**config.mk**
```make
export PLATFORM = sky130hd
export DESIGN_NAME = evo_bank_scheduler
export DESIGN_NICKNAME = d
export VERILOG_FILES = /design/src/rtl/evo_bank_scheduler.sv
export SDC_FILE = /design/constraint.sdc
export NUM_CORES = 1
export LEC_CHECK = 0
export BUFFER_PORTS_ARGS = -buffer_cell sky130_fd_sc_hd__buf_4
export CORE_MARGIN = 2
export CORE_UTILIZATION = 57
export CTS_BUF_LIST = sky130_fd_sc_hd__clkbuf_16
export DETAILED_ROUTE_END_ITERATION = 7
export GPL_TIMING_DRIVEN = 0
export PLACE_DENSITY = 0.79
export SLEW_MARGIN = 20
export SYNTH_ARGS = -nofsm -noshare
export SYNTH_HDL_FRONTEND = slang
export SYNTH_SLANG_ARGS = --single-unit
```
**constraint.sdc**
```tcl
create_clock -name clk -period 2.6 [get_ports clk]
set_input_delay 0.39 -clock clk [delete_from_list [all_inputs] [get_ports clk]]
set_output_delay 0.39 -clock clk [all_outputs]
set_load 0.1 [all_outputs]
```
**src/rtl/evo_bank_scheduler.sv**
```systemverilog
// Game-of-Life ping-pong bank scheduler: evolution tick, round start,
// and tear-free bank swap at vertical blanking with one-deep queueing.
module evo_bank_scheduler #(
    parameter int TICK_DIV = 50_000_000,
    parameter int GEN_W    = 16,
    parameter int OVR_W    = 8
) (
    input  logic             clk,
    input  logic             rst,
    input  logic             run,
    input  logic             step,
    input  logic             vblank_start,
    input  logic             round_done,
    output logic             round_start,
    output logic             bank_sel,
    output logic             busy,
    output logic [GEN_W-1:0] generation,
    output logic [OVR_W-1:0] overrun_cnt
);

    localparam int DIV_W = (TICK_DIV > 1) ? $clog2(TICK_DIV) : 1;
    localparam logic [DIV_W-1:0] DIV_LAST = DIV_W'(TICK_DIV - 1);

    typedef enum logic [2:0] {
        S_IDLE,
        S_START,
        S_RUN,
        S_WAIT_VB,
        S_SWAP
    } state_t;

    state_t           state_q, state_d;
    logic [DIV_W-1:0] div_q, div_d;
    logic             pending_q, pending_d;
    logic             bank_q, bank_d;
    logic [GEN_W-1:0] gen_q, gen_d;
    logic [OVR_W-1:0] ovr_q, ovr_d;
    logic             tick;
    logic             trigger;

    always_comb begin
        tick  = run && (div_q == DIV_LAST);
        div_d = '0;
        if (run && !tick) begin
            div_d = div_q + 1'b1;
        end
        trigger = tick | (step & ~run);
    end

    always_comb begin
        state_d     = state_q;
        pending_d   = pending_q;
        bank_d      = bank_q;
        gen_d       = gen_q;
        ovr_d       = ovr_q;
        round_start = 1'b0;

        unique case (state_q)
            S_IDLE: begin
                if (trigger || pending_q) begin
                    state_d   = S_START;
                    pending_d = pending_q & trigger;
                end
            end
            S_START: begin
                round_start = 1'b1;
                state_d     = S_RUN;
            end
            S_RUN: begin
                if (round_done) begin
                    state_d = S_WAIT_VB;
                end
            end
            S_WAIT_VB: begin
                if (vblank_start) begin
                    state_d = S_SWAP;
                end
            end
            S_SWAP: begin
                bank_d  = ~bank_q;
                gen_d   = gen_q + 1'b1;
                state_d = S_IDLE;
            end
            default: begin
                state_d = S_IDLE;
            end
        endcase

        // Busy: queue one trigger, count the rest as dropped
        if (state_q != S_IDLE && trigger) begin
            if (!pending_q) begin
                pending_d = 1'b1;
            end else if (ovr_q != '1) begin
                ovr_d = ovr_q + 1'b1;
            end
        end
    end

    always_ff @(posedge clk) begin
        if (rst) begin
            state_q   <= S_IDLE;
            div_q     <= '0;
            pending_q <= 1'b0;
            bank_q    <= 1'b0;
            gen_q     <= '0;
            ovr_q     <= '0;
        end else begin
            state_q   <= state_d;
            div_q     <= div_d;
            pending_q <= pending_d;
            bank_q    <= bank_d;
            gen_q     <= gen_d;
            ovr_q     <= ovr_d;
        end
    end

    assign busy        = (state_q != S_IDLE);
    assign bank_sel    = bank_q;
    assign generation  = gen_q;
    assign overrun_cnt = ovr_q;

endmodule

```
==> reports/results.tsv <==
stage	metric	value	unit
synth	syn_avg_cell_area	9.14	µm²
power_and_ir_drop	ir_drop	0.627	mV
synth	syn-num-nets	301	
clock_network	ctsHoldBuffers	0	
power_and_ir_drop	swShare	26.4	%
sta	hold_viol	0	
floorplanning	initial_core_util	60.0	%
final_layout	fill_cells	377	
power_and_ir_drop	finalPower	1.70	mW
synth	synth_seq_cells	55	
worst_setup_path	cp.arrival	2190	ps
synth	yosysWarnings	0	
final_layout	seq_area	1100	µm²
floorplanning	pin_count	33	
sta	fin_ws	590	ps
synth	syn_area	2670	µm²
global_route	grt_overflow	0	
sta	setup_viol	0	
floorplanning	placeableCoreArea	4440	µm²
synth	ys_top_cells_by_count	dfxtp_1, nor2_1, xnor2_1, xor2_1, nand2_1	
run	cap_violations	0	
clock_network	ctsResizeCount	0	
detailed_routing	wirelength	5400	µm
synth	synth_flop_cell	dfxtp_1	
clock_network	cts_max_path_buffers	2	
detailed_routing	via_per_inst	5.66	
synth	yosysTopAreaCellShare	41.3	%
sta	fin_tns_setup	0	ps
hold_path	whs_path_depth	2	
worst_setup_path	ff2ff_path_depth	6	
clock_network	ctsRootBufferMaster	clkbuf_16	
clock_network	clock-sinks	55	
synth	synth_edf_count	0	
sta	maxSlewViolCount	0	
clock_network	cts_buffers	5	
final_layout	area_growth	16.9	%
power_and_ir_drop	p_comb_share	10.8	%
sta	clock_skew	4.49	ps
global_route	grt_max_degree	17	
global_route	grt_pass1_wl	9080	µm
clock_network	post_cts_buffers	0	
detailed_routing	vias	2174	
hold_path	min_path_type	primary input to flop	
detailed_routing	post_drt_wl_per_cell	14.1	µm
sta	timing.fmax	498	MHz
sta	tightest_slew	525	ps
floorplanning	die_x	72.4	µm
floorplanning	die_area	5240	µm²
final_layout	diodes	0	
detailed_routing	dr.pass1.iters	4	
worst_setup_path	reg2reg_to	overrun_cnt[5]	
final_layout	multiInputGateArea	1470	µm²
power_and_ir_drop	p_leak	1.21	nW
synth	ys_async_sr_fraction	0	%
detailed_routing	post-route-drc-count	0	
global_route	grt_pass1_vias	2007	
worst_setup_path	r2r_slack	590	ps
synth	synth_most_common_cell	dfxtp_1	
worst_setup_path	path_max_fanout	10	
clock_network	clkTransAtPathRegs	70	ps
clock_network	insertion_delay	290	ps
sta	finalCriticalPeriod	2010	ps
sta	whs	294	ps
placed_design	port_buffers	32	
sta	fin_crit_sh	77.3	%
hold_path	min-delay-start	vblank_start	
hold_path	min_to	state_q[0]	
power_and_ir_drop	p_per_area	546	nW/µm²
detailed_routing	drt_iter0_markers	104	
synth	synth_top_area_cell	dfxtp_1	
clock_network	cts_tree	yes	
placed_design	hpwl	3690	µm
final_layout	drive_above_1_share	19.3	%
clock_network	cts_max_level	2	
worst_setup_path	cp-end-kind	flop	
power_and_ir_drop	p_clk_share	38.2	%
worst_setup_path	criticalPathCategory	flop to flop	
power_and_ir_drop	p_int	1.25	mW
sta	grt_setup_unrepaired	false	
status	status	complete, no violations	
detailed_routing	ant_nets	0	
final_layout	nNetsFinal	340	
global_route	grt_antenna_before_repair	0	
synth	yosysUniqueCellTypes	49	
synth	synth_area_leaders	dfxtp_1, nor2_1, xnor2_1, xor2_1, nand3_1	
worst_setup_path	worst_ep_required_time	2780	ps
synth	seq_area_frac_synth	41.3	%
worst_setup_path	start_kind	flop	
floorplanning	row_count	24	
synth	synth_cells	292	
power_and_ir_drop	switching_power	0.450	mW
worst_setup_path	timing.rr.start	div_q[0]	
sta	relSlewSlack	64.7	%
global_route	track_usage	21.7	%
placed_design	place_ws	592	ps
placed_design	place.gp.congestion	0.846	
power_and_ir_drop	seq_power_share	50.9	%
floorplanning	chipHeight	72.4	µm
## placed cells by master (no fill, tap or decap), drive strengths merged, types with 3 or more instances in the layout
master / n
nor2b: 5
and3: 6
nor3b: 3
inv: 9
nor4: 7
buf: 40
nand4: 12
or3: 5
a21oi: 5
nand2: 18
and4: 7
o21ai: 5
and2: 3
xor2: 18
dfxtp: 55
xnor2: 19
nand3: 19
mux2: 5
nor2: 52
nor3: 9
clkbuf: 8
ha: 3
## layout make-up
type,instances,share of cell area (%)
multi-input combinational,218,47.2
sequential,55,35.3
timing repair buffer,32,7.70
clock buffer,5,4.01
buffer,11,2.21
tap,52,2.09
inverter,8,0.963
clock inverter,3,0.521
## stage by stage
| step | instance area (µm²) | util, % | cells |
|---|---|---|---|
| floorplan | 2670 | - | 292 |
| global placement | 2980 | 67.0 | 376 |
| detailed placement | 2980 | 67.0 | 376 |
| CTS | 3120 | 70.2 | 384 |
| global route | 3120 | 70.2 | 384 |
| finish | 3120 | 70.2 | 384 |
## sequential cells by signal, summed over array words and instances (netlist names)
| signal | flops |
|---|---|
| overrun_cnt | 8 |
| div_q | 26 |
| state_q | 3 |
| generation | 16 |
| bank_sel | 1 |
| pending_q | 1 |
## critical path: stages, from the launching register on
cell and delay (ps):
dfxtp_1 400, ha_1 310, nand3_4 140, o41ai_4 330
buf_6 190, and4b_1 200, mux2_1 320
## layer usage
| metal | up-vias | track usage (%) | share of wire [%] | wire length, µm |
|---|---|---|---|---|
| li1 | 1088 | - | - | - |
| met1 | 1041 | 28.3 | 48 | 2570 |
| met2 | 36 | 36.1 | 48 | 2570 |
| met3 | 9 | 4.44 | 3.2 | 175 |
| met4 | 0 | 7.41 | 1.6 | 88 |
| met5 | - | 0 | 0 | 0 |
## worst max path at each step
stage | startpoint | to | cells past startpoint
4_1_cts | div_q[0] | overrun_cnt[5] | 6
6_report | div_q[0] | overrun_cnt[5] | 6
5_1_grt | div_q[0] | overrun_cnt[5] | 6
3_5_place_dp | div_q[0] | overrun_cnt[5] | 6
2_1_floorplan | overrun_cnt[3] | overrun_cnt[0] | 5
3_3_place_gp | div_q[9] | overrun_cnt[3] | 6
## power by group through the flow
| stage | combinational (mW) | clock (mW) | sequential, mW |
|---|---|---|---|
| floorplan | 0.138 | 0 | 0.890 |
| global placement | 0.182 | 0 | 0.887 |
| detailed placement | 0.183 | 0 | 0.887 |
| CTS | 0.184 | 0.666 | 0.868 |
| global route | 0.196 | 0.696 | 0.870 |
| finish | 0.184 | 0.651 | 0.868 |
## logic make-up (layout without fill, tap and decap cells)
group                    after synthesis  in the layout  share of synthesized area, %
AO/OA/AOI/OAI                         18             18                          4.97
buffers and inverters                 19             59                          3.71
multiplexers                           7              7                          3.00
flip-flops                            55             55                          41.3
AND/OR/NAND/NOR                      153            153                          33.5
XOR/XNOR                              37             37                          12.1
adder cells (fa/ha/maj)                3              3                          1.41
Power figures use the tool's default switching activity.
